`src/rtl/oup_ulpi_regaccess.sv`:
```
// ULPI register-access engine.
// Turns one register read or write request into a ULPI TX CMD REGW/REGR
// bus sequence and returns a single-cycle response. Only immediate
// addresses are supported; the extended-register escape is refused.
//
// state     | meaning
// ----------+-----------------------------------------------------------
// S_IDLE    | waiting for a request; bus released
// S_W_CMD   | driving REGW command {2'b10,addr} until PHY takes it (nxt)
// S_W_DATA  | driving write data until PHY takes it (nxt)
// S_W_STP   | one-cycle stp pulse with data 8'h00
// S_R_CMD   | driving REGR command {2'b11,addr} until PHY takes it (nxt)
// S_R_TURN1 | turnaround; PHY must take the bus (dir=1)
// S_R_DATA  | PHY presents register data (nxt=0), or RX CMD abort (nxt=1)
// S_R_TURN2 | waiting for PHY to hand the bus back (dir=0)
// S_ABORT   | bus lost to the PHY; wait for dir=0, then report error
// S_DONE    | one-cycle response pulse
module oup_ulpi_regaccess #(
    parameter int TIMEOUT_CYCLES = 64
) (
    input  logic       clk,
    input  logic       rst,
    input  logic       req_valid,
    output logic       req_ready,
    input  logic       req_write,
    input  logic [5:0] req_addr,
    input  logic [7:0] req_wdata,
    output logic       rsp_valid,
    output logic [7:0] rsp_rdata,
    output logic       rsp_err,
    input  logic       ulpi_dir,
    input  logic       ulpi_nxt,
    input  logic [7:0] ulpi_data_i,
    output logic [7:0] ulpi_data_o,
    output logic       ulpi_data_oe,
    output logic       ulpi_stp
);

    localparam logic [5:0]  ADDR_EXT = 6'h2F;
    localparam logic [15:0] TMO      = 16'(TIMEOUT_CYCLES);

    typedef enum logic [3:0] {
        S_IDLE,
        S_W_CMD,
        S_W_DATA,
        S_W_STP,
        S_R_CMD,
        S_R_TURN1,
        S_R_DATA,
        S_R_TURN2,
        S_ABORT,
        S_DONE
    } state_t;

    state_t      state_q, state_nx;
    logic        dir_q;
    logic        wr_q, wr_nx;
    logic [5:0]  addr_q, addr_nx;
    logic [7:0]  wdata_q, wdata_nx;
    logic [7:0]  rdata_q, rdata_nx;
    logic        err_q, err_nx;
    logic [15:0] cnt_q, cnt_nx, cnt_inc;
    logic        tmo_hit;
    logic        accept;
    logic        drive_q, drive_nx;
    logic [7:0]  data_nx;
    logic        stp_nx;
    logic        rsp_valid_nx;
    logic        rsp_err_nx;
    logic [7:0]  rsp_rdata_nx;

    // States in which the engine waits on nxt and the timeout runs.
    function automatic logic is_wait(input state_t s);
        return (s == S_W_CMD) || (s == S_W_DATA) || (s == S_R_CMD);
    endfunction

    // Accept only after dir has been low for a full cycle, so a request never
    // starts driving in the turnaround cycle right after the PHY releases.
    assign req_ready = (state_q == S_IDLE) && !ulpi_dir && !dir_q;
    assign accept    = req_valid && req_ready;

    assign cnt_inc = cnt_q + 16'd1;
    assign tmo_hit = !ulpi_nxt && (cnt_inc >= TMO);

    // Output enable drops in the same cycle the PHY claims the bus.
    assign ulpi_data_oe = drive_q && !ulpi_dir;

    // Next-state, request capture and next values of the registered outputs.
    always_comb begin
        state_nx = state_q;
        wr_nx    = wr_q;
        addr_nx  = addr_q;
        wdata_nx = wdata_q;
        rdata_nx = rdata_q;
        err_nx   = err_q;

        case (state_q)
            S_IDLE: begin
                if (accept) begin
                    wr_nx    = req_write;
                    addr_nx  = req_addr;
                    wdata_nx = req_wdata;
                    rdata_nx = 8'h00;
                    err_nx   = 1'b0;
                    if (req_addr == ADDR_EXT) begin
                        err_nx   = 1'b1;
                        state_nx = S_DONE;
                    end else if (req_write) begin
                        state_nx = S_W_CMD;
                    end else begin
                        state_nx = S_R_CMD;
                    end
                end
            end
            S_W_CMD: begin
                if (ulpi_dir) begin
                    state_nx = S_ABORT;
                end else if (ulpi_nxt) begin
                    state_nx = S_W_DATA;
                end else if (tmo_hit) begin
                    err_nx   = 1'b1;
                    state_nx = S_DONE;
                end
            end
            S_W_DATA: begin
                if (ulpi_dir) begin
                    state_nx = S_ABORT;
                end else if (ulpi_nxt) begin
                    state_nx = S_W_STP;
                end else if (tmo_hit) begin
                    err_nx   = 1'b1;
                    state_nx = S_DONE;
                end
            end
            S_W_STP: begin
                state_nx = S_DONE;
            end
            S_R_CMD: begin
                if (ulpi_dir) begin
                    state_nx = S_ABORT;
                end else if (ulpi_nxt) begin
                    state_nx = S_R_TURN1;
                end else if (tmo_hit) begin
                    err_nx   = 1'b1;
                    state_nx = S_DONE;
                end
            end
            S_R_TURN1: begin
                if (ulpi_dir) begin
                    state_nx = S_R_DATA;
                end else begin
                    err_nx   = 1'b1;
                    state_nx = S_DONE;
                end
            end
            S_R_DATA: begin
                if (!ulpi_dir) begin
                    err_nx   = 1'b1;
                    state_nx = S_DONE;
                end else if (ulpi_nxt) begin
                    state_nx = S_ABORT;
                end else begin
                    rdata_nx = ulpi_data_i;
                    state_nx = S_R_TURN2;
                end
            end
            S_R_TURN2: begin
                if (!ulpi_dir) begin
                    state_nx = S_DONE;
                end
            end
            S_ABORT: begin
                if (!ulpi_dir) begin
                    err_nx   = 1'b1;
                    state_nx = S_DONE;
                end
            end
            S_DONE: begin
                state_nx = S_IDLE;
            end
            default: begin
                state_nx = S_IDLE;
            end
        endcase

        // Registered outputs follow the state being entered, so they line up
        // with the state register on the next cycle.
        drive_nx = (state_nx == S_W_CMD) || (state_nx == S_W_DATA) ||
                   (state_nx == S_W_STP) || (state_nx == S_R_CMD);

        data_nx = 8'h00;
        case (state_nx)
            S_W_CMD:  data_nx = {2'b10, addr_nx};
            S_W_DATA: data_nx = wdata_nx;
            S_R_CMD:  data_nx = {2'b11, addr_nx};
            default:  data_nx = 8'h00;
        endcase

        stp_nx       = (state_nx == S_W_STP);
        rsp_valid_nx = (state_nx == S_DONE);
        rsp_err_nx   = (state_nx == S_DONE) && err_nx;
        rsp_rdata_nx = ((state_nx == S_DONE) && !err_nx && !wr_nx) ? rdata_nx : 8'h00;

        cnt_nx = cnt_q;
        if (is_wait(state_nx) && (state_nx != state_q)) begin
            cnt_nx = 16'd0;
        end else if (is_wait(state_q) && !ulpi_nxt) begin
            cnt_nx = cnt_inc;
        end
    end

    // State, captured request/response context and registered bus outputs.
    always_ff @(posedge clk or posedge rst) begin
        if (rst) begin
            state_q     <= S_IDLE;
            dir_q       <= 1'b1;
            wr_q        <= 1'b0;
            addr_q      <= 6'h00;
            wdata_q     <= 8'h00;
            rdata_q     <= 8'h00;
            err_q       <= 1'b0;
            cnt_q       <= 16'd0;
            drive_q     <= 1'b0;
            ulpi_data_o <= 8'h00;
            ulpi_stp    <= 1'b0;
            rsp_valid   <= 1'b0;
            rsp_err     <= 1'b0;
            rsp_rdata   <= 8'h00;
        end else begin
            state_q     <= state_nx;
            dir_q       <= ulpi_dir;
            wr_q        <= wr_nx;
            addr_q      <= addr_nx;
            wdata_q     <= wdata_nx;
            rdata_q     <= rdata_nx;
            err_q       <= err_nx;
            cnt_q       <= cnt_nx;
            drive_q     <= drive_nx;
            ulpi_data_o <= data_nx;
            ulpi_stp    <= stp_nx;
            rsp_valid   <= rsp_valid_nx;
            rsp_err     <= rsp_err_nx;
            rsp_rdata   <= rsp_rdata_nx;
        end
    end

endmodule

```
`config.mk`:
```
export PLATFORM = sky130hd
export DESIGN_NAME = oup_ulpi_regaccess
export DESIGN_NICKNAME = d
export VERILOG_FILES = /design/src/rtl/oup_ulpi_regaccess.sv
export SDC_FILE = /design/constraint.sdc
export NUM_CORES = 1
export LEC_CHECK = 0
export CAP_MARGIN = 20
export CELL_PAD_IN_SITES_DETAIL_PLACEMENT = 2
export CELL_PAD_IN_SITES_GLOBAL_PLACEMENT = 2
export CORE_AREA = 4 4 105 107
export CTS_CLUSTER_SIZE = 12
export DETAILED_ROUTE_END_ITERATION = 8
export DIE_AREA = 0 0 109 111
export GPL_TIMING_DRIVEN = 0
export HOLD_SLACK_MARGIN = 0.02
export MAX_ROUTING_LAYER = met4
export PLACE_DENSITY_LB_ADDON = 0.05
export SYNTH_ARGS = -nofsm -noshare
export SYNTH_HDL_FRONTEND = slang
export SYNTH_SLANG_ARGS = --single-unit
```
`constraint.sdc`:
```
create_clock -name clk -period 3.4 [get_ports clk]
set_input_delay 0.34 -clock clk [delete_from_list [all_inputs] [get_ports clk]]
set_output_delay 0.34 -clock clk [all_outputs]
set_load 0.02 [all_outputs]
```
After elaboration in Yosys (flattened, before gate mapping) --
Cells that the tools add are included.
Operators by class: $add $sub $neg 1, multiply operators 0, div/mod/pow operators 0, order comparisons 1, equality and inequality tests 15, shifts and indexed selects 0, multiplexer cells 36, bitwise gates (word level) 0, reduce and logical (&&, ||, !) cells 26
Operators with widths (count):
- 4-bit 2-to-1 mux | 13
- 8-bit 2-to-1 mux | 6
- 16-bit 2-to-1 mux | 2
- 4-bit case mux with 8 select lines | 1
- 8-bit case mux with 3 select lines | 1
- 4-bit by 3-bit equality test with 1-bit output, second input constant | 5
- 16-bit by 1-bit adder with 16-bit output, second input constant | 1
- 4-bit by 2-bit equality test with 1-bit output, second input constant | 4
- 16-bit by 7-bit >= comparator with 1-bit output, second input constant | 1
- 8-bit case mux with 2 select lines | 1
- 6-bit 2-to-1 mux | 2
- 1-bit logical AND | 10
- 4-bit by 1-bit equality test with 1-bit output, second input constant | 2
- 4-bit equality test, second input constant | 2
- 1-bit 2-to-1 mux | 8
- 6-bit equality test, second input constant | 1
- 1-bit logical OR | 6
- 3-bit OR reduction | 2
- 1-bit logical NOT | 5
- 4-bit logical NOT | 1
- 4-bit inequality test | 1
- 3-bit 2-to-1 mux | 1
- 1-bit case mux with 3 select lines | 1
- 2-bit nonzero test | 1
- 2-bit OR reduction | 1
Storage, ports and cells: register bits 65, bits in latches 0, RAM bits 0, ROM bits 0, input bits 28, word-level logic and storage cells 93, memories kept 0

Longest topological paths before layout --
word-level depth 12, mapped depth 10, depth with buffers taken out 8

Worst setup path after synthesis --
Ideal clock, no wire load.
path kind register to register, from register cnt_q[0], to register err_q, library setup time 124 ps, arrival 2175 ps, path slack 1100 ps, stages on the path, launching flop included 10, buffers on the path 1, cells stage by stage dfrtp_1 > ha_1 > and3_1 > a311o_1 > o41ai_2 > o211a_4 > a21oi_1 > o31a_1 > buf_6 > or2_1
On the way: longest elaborated chain between the ends 7
RTL lines:
- from (decl) | line 62 | logic [15:0] cnt_q, cnt_nx, cnt_inc;
- from (signal assigned) | line 237 | cnt_q <= cnt_nx;
- 16-bit by 1-bit adder with 16-bit output | line 82 | assign cnt_inc = cnt_q + 16'd1;
- 16-bit by 7-bit >= comparator with 1-bit output | line 83 | assign tmo_hit = !ulpi_nxt && (cnt_inc >= TMO);
- 1-bit logical AND | line 83
- 1-bit 2-to-1 mux | line 120, 130, 143
- 1-bit 2-to-1 mux | line 141 | end else if (ulpi_nxt) begin
- 1-bit 2-to-1 mux | line 126 | if (ulpi_dir) begin
- 1-bit case mux with 3 select lines | line 97 | case (state_q)
- named net err_nx | line 61 | logic err_q, err_nx;
- to (signal assigned) | line 236 | err_q <= err_nx;
- to (decl) | line 61
The timed path passes the listed nets, and every way through them passes these cells. A chain may end at the register's enable or synchronous reset.

Worst setup path after layout --
from input port ulpi_dir, to register ulpi_data_o[3]
On the way: longest elaborated chain between the ends 8
RTL lines:
- from (decl) | line 31 | input logic ulpi_dir,
- 1-bit logical NOT
- 1-bit logical AND (2 in series) | line 79 | assign req_ready = (state_q == S_IDLE) && !ulpi_dir && !dir_q;
- 1-bit logical AND | line 80 | assign accept = req_valid && req_ready;
- 4-bit 2-to-1 mux | line 99 | if (accept) begin
- 4-bit case mux with 8 select lines | line 97
- 4-bit by 3-bit equality test with 1-bit output, or another cell as far along | line 192 | case (state_nx)
- 8-bit case mux with 3 select lines * | line 192
- named net data_nx[3] | line 66 | logic [7:0] data_nx;
- to (signal assigned) | line 239 | ulpi_data_o <= data_nx;
- to (decl) | line 34 | output logic [7:0] ulpi_data_o,
Mark *: on every way through the listed nets, which the timed path passes. The rest lies on a longest branch.

==> qor.json <==
{
  "die_height": {"value": 111, "unit": "µm"},
  "grt_overflow": {"value": 0},
  "period_share": {"value": 81.81, "unit": "%"},
  "post-cts-setup-buffers": {"value": 0},
  "syn_area": {"value": 0.003727, "unit": "mm²"},
  "rsz0062_at_grt": {"value": "no"},
  "postSynth.topFlopCell": {"value": "sky130_fd_sc_hd__dfrtp_1"},
  "drtPass1Iterations": {"value": 4},
  "yosysSeqAreaShare": {"value": 43.67, "unit": "%"},
  "final_layout_size_suffix_gt1_share": {"value": 16.63, "unit": "%"},
  "synth.distinct_cells": {"value": 72},
  "antenna_violating_nets_post_route": {"value": 0},
  "most_area_hungry_cell_type_in_the_yosys_netlist": {"value": "sky130_fd_sc_hd__dfrtp_1"},
  "die_w": {"value": 109, "unit": "µm"},
  "cts_tree": {"value": "yes"},
  "cp.arrival": {"value": 3080, "unit": "ps"},
  "place.detailed.instances": {"value": 559},
  "vdd_drop_max": {"value": 0.2689, "unit": "mV"},
  "required": {"value": 3700, "unit": "ps"},
  "timing.critical_path.slowest_stage_cell": {"value": "sky130_fd_sc_hd__clkdlybuf4s50_1"},
  "timing.critical_path.fanout_max": {"value": 10},
  "syn_nets": {"value": 405},
  "diodes": {"value": 0},
  "floorplan.die_area": {"value": 0.01210, "unit": "mm²"},
  "synth-edff-count": {"value": 0},
  "post-route-drc-count": {"value": 0},
  "grt_pass1_vias": {"value": 3522},
  "drt_wl_total": {"value": 11460, "unit": "µm"},
  "finalCoreUtilization": {"value": 45.29, "unit": "%"},
  "crit_path_max_incr_delay": {"value": 710, "unit": "ps"},
  "number_of_antenna_violations_at_the_first_check_in_global_routing": {"value": 0},
  "run_status": {"value": "complete, no violations"},
  "floorplan.core_area": {"value": 0.01014, "unit": "mm²"},
  "end_kind": {"value": "flop"},
  "gpl.final_weighted_congestion": {"value": 0.8263},
  "standard_cell_row_count": {"value": 37},
  "critical_path_class": {"value": "primary input to flop"},
  "maxSlewViolCount": {"value": 0},
  "final_worst_path_setup_slack": {"value": 618.6, "unit": "ps"},
  "path_clk_slew": {"value": 80, "unit": "ps"},
  "clock_skew": {"value": 8.549, "unit": "ps"},
  "post_synth.cell_area_avg": {"value": 9.913, "unit": "µm²"},
  "wl_per_cell": {"value": 19.93, "unit": "µm"},
  "top_post_synthesis_cells_by_area": {"value": "sky130_fd_sc_hd__dfrtp_1 43%, sky130_fd_sc_hd__nand2_1 5.6%, sky130_fd_sc_hd__xnor2_1 3.5%"},
  "final_net_count": {"value": 463},
  "cts_repair_resize_count": {"value": 0},
  "powerDensity": {"value": 785.8, "unit": "mW/mm²"},
  "worst_case_headroom_to_the_max_slew_limit": {"value": 44.82, "unit": "%"},
  "worst_setup_path_start_kind": {"value": "primary input"},
  "grt_start_max_net_pins": {"value": 66},
  "htree_num_levels": {"value": 3},
  "hold_viol_final": {"value": 0},
  "crit_path_cell_trace": {"value": "clkdlybuf4s50_1 -> clkbuf_1 -> nor2_1 -> nand4_1 -> o21ai_0 -> a211oi_1 -> nand3_1 -> a21oi_4 -> buf_6 -> a22o_1"},
  "cts-hold-fix-buffers": {"value": 0},
  "worst_skew_pair.late_latency": {"value": 370, "unit": "ps"},
  "fin_setup_tns": {"value": 0, "unit": "ps"},
  "static-leakage-power": {"value": 1.975, "unit": "nW"},
  "worst_hold_path_type": {"value": "flop to flop"},
  "post_synth_inst_count": {"value": 376},
  "port_buffers": {"value": 47},
  "setup_viol": {"value": 0},
  "area_delta_synth_final": {"value": 23.20, "unit": "%"},
  "cts_buffer_depth": {"value": 2},
  "max_freq": {"value": 0.3595, "unit": "GHz"},
  "register_bit_count_reported_by_yosys": {"value": 65},
  "ys_warn_count": {"value": 0},
  "ratio_of_routed_vias_to_standard_cells": {"value": 5.534},
  "share_of_yosys_cell_area_claimed_by_the_top_area_cell_type": {"value": 42.97, "unit": "%"},
  "cts_root_buffer": {"value": "sky130_fd_sc_hd__clkbuf_8"},
  "num_vias": {"value": 3182},
  "dp.final_hpwl": {"value": 8211, "unit": "µm"},
  "dpl_worst_slack": {"value": 214.3, "unit": "ps"},
  "tritoncts.num_buffers": {"value": 9},
  "count_of_routing_violations_after_the_opening_detailed_route_iteration": {"value": 106},
  "cts.sink_count": {"value": 65},
  "max_cap_viol_count": {"value": 0},
  "first_pass_grt_wire_length": {"value": 19290, "unit": "µm"},
  "globalRouteTotalUtil": {"value": 21.17, "unit": "%"},
  "top_level_ports": {"value": 49},
  "final_period_minus_worst_setup_slack": {"value": 2781, "unit": "ps"},
  "ys_async_sr_fraction": {"value": 100.0, "unit": "%"},
  "slew_at_the_pin_closest_to_its_max_slew_limit": {"value": 827.6, "unit": "ps"},
  "count_of_non_filler_cells_in_the_finished_layout": {"value": 575},
  "initial_core_util": {"value": 36.76, "unit": "%"}
}
-- state kept, by name, indices dropped and copies added, names as in the netlist, 4 cells and up --
signal / flops
ulpi_data_o: 8
cnt_q: 16
rsp_rdata: 8
addr_q: 6
rdata_q: 8
wdata_q: 8
state_q: 4
-- kinds of logic (layout without fill, tap and decap cells) --
logic type      count (synthesis)  count (layout)  share of synthesized area (%)
simple gates                  188             188                          30.08
compound gates                 75              75                          16.42
flops                          65              65                          43.67
buf+inv                        25              88                          4.196
xor+xnor                       19              19                          4.465
mux                             3               3                         0.8392
fa+ha+maj                       1               1                         0.3356
-- layer usage --
layer | vias up | GRT usage [%] | routed length (µm)
met1 | 1642 | 27.00 | 5125
met5 | - | - | 0
met4 | 0 | 5.640 | 146
met2 | 39 | 34.23 | 5927
li1 | 1487 | - | -
met3 | 14 | 4.077 | 262
-- cells in the mapped netlist, types with 4 or more instances --
cell type and count:
sky130_fd_sc_hd__a21oi_1 12, sky130_fd_sc_hd__a22o_1 14, sky130_fd_sc_hd__and2_1 4, sky130_fd_sc_hd__and3_1 6
sky130_fd_sc_hd__and4_1 6, sky130_fd_sc_hd__buf_2 5, sky130_fd_sc_hd__buf_6 6, sky130_fd_sc_hd__clkbuf_1 6
sky130_fd_sc_hd__dfrtp_1 64, sky130_fd_sc_hd__inv_1 4, sky130_fd_sc_hd__nand2_1 56, sky130_fd_sc_hd__nand3_1 24
sky130_fd_sc_hd__nand4_1 16, sky130_fd_sc_hd__nor2_1 21, sky130_fd_sc_hd__nor2b_1 5, sky130_fd_sc_hd__nor3_1 4
sky130_fd_sc_hd__nor3_2 12, sky130_fd_sc_hd__nor3b_1 5, sky130_fd_sc_hd__nor3b_2 7, sky130_fd_sc_hd__o211ai_1 4
sky130_fd_sc_hd__o21ai_0 7, sky130_fd_sc_hd__o21ai_1 6, sky130_fd_sc_hd__xnor2_1 15, sky130_fd_sc_hd__xor2_1 4
-- power breakdown --
group,internal [mW],switching (mW)
clock,0.435,0.338
sequential,0.962,0.106
combinational,0.674,1.09
total,2.07,1.54
-- critical path, delay by kind of cell --
family | cells | cell delay (ps)
buffers and inverters | 3 | 1330
and+or+nand+nor | 3 | 500
AOI/OAI and AO/OA | 4 | 890
-- layout by cell type, fill, tap and decap left out, drive strengths merged, types with 3 or more instances in the layout --
master,netlist,routed
o211ai,4,4
clkdlybuf4s50,0,47
nand3,25,25
buf,15,15
and4,6,6
and2,5,5
nor3b,12,12
or2,3,3
o21a,3,3
and3,8,8
inv,4,4
xor2,4,4
nand2b,3,3
nor2,23,23
a21oi,13,13
nor3,16,16
nor4,3,3
nand4,17,17
a211oi,3,3
a311oi,3,3
a22o,14,14
a21o,3,3
clkbuf,6,18
dfrtp,64,64
xnor2,15,15
nand2,57,57
nor2b,5,5
o21ai,13,13
-- per-stage QoR --
step           hold WS, ps  power, mW  area, µm²
2_1_floorplan        344.5      2.334       3727
3_3_place_gp         456.6      2.787       4368
3_5_place_dp         466.5      2.854       4370
4_1_cts              480.4      3.652       4592
5_1_grt              510.3      3.889       4592
6_report             481.6      3.608       4592
-- final cells by class --
type                            instances  area (µm²)
Clock inverter                          4       76.32
Tap cell                              136       170.2
Buffer                                 21       141.4
Sequential cell                        65        1628
Fill cell                            1094        5547
Inverter                                4       17.52
Timing Repair Buffer                   47       470.5
Clock buffer                           12       145.1
Multi-Input combinational cell        286        1943
-- worst paths after layout --
kind                                      startpoint                        to  slack [ps]  cells after the start
min in group asynchronous                        rst      rdata_q[5]$_DFF_PP0_         510                      2
worst min-delay path            wdata_q[6]$_DFF_PP0_      wdata_q[6]$_DFF_PP0_         480                      2
worst max-delay path                        ulpi_dir  ulpi_data_o[3]$_DFF_PP0_         620                     10
worst max register to register  cnt_q[3]$_DFFE_PP0P_  ulpi_data_o[3]$_DFF_PP0_         650                      8
worst min register to register  wdata_q[6]$_DFF_PP0_      wdata_q[6]$_DFF_PP0_         480                      2
max in group asynchronous                        rst      cnt_q[3]$_DFFE_PP0P_        2350                      2
Note: power is estimated with default switching activity, not from simulation.
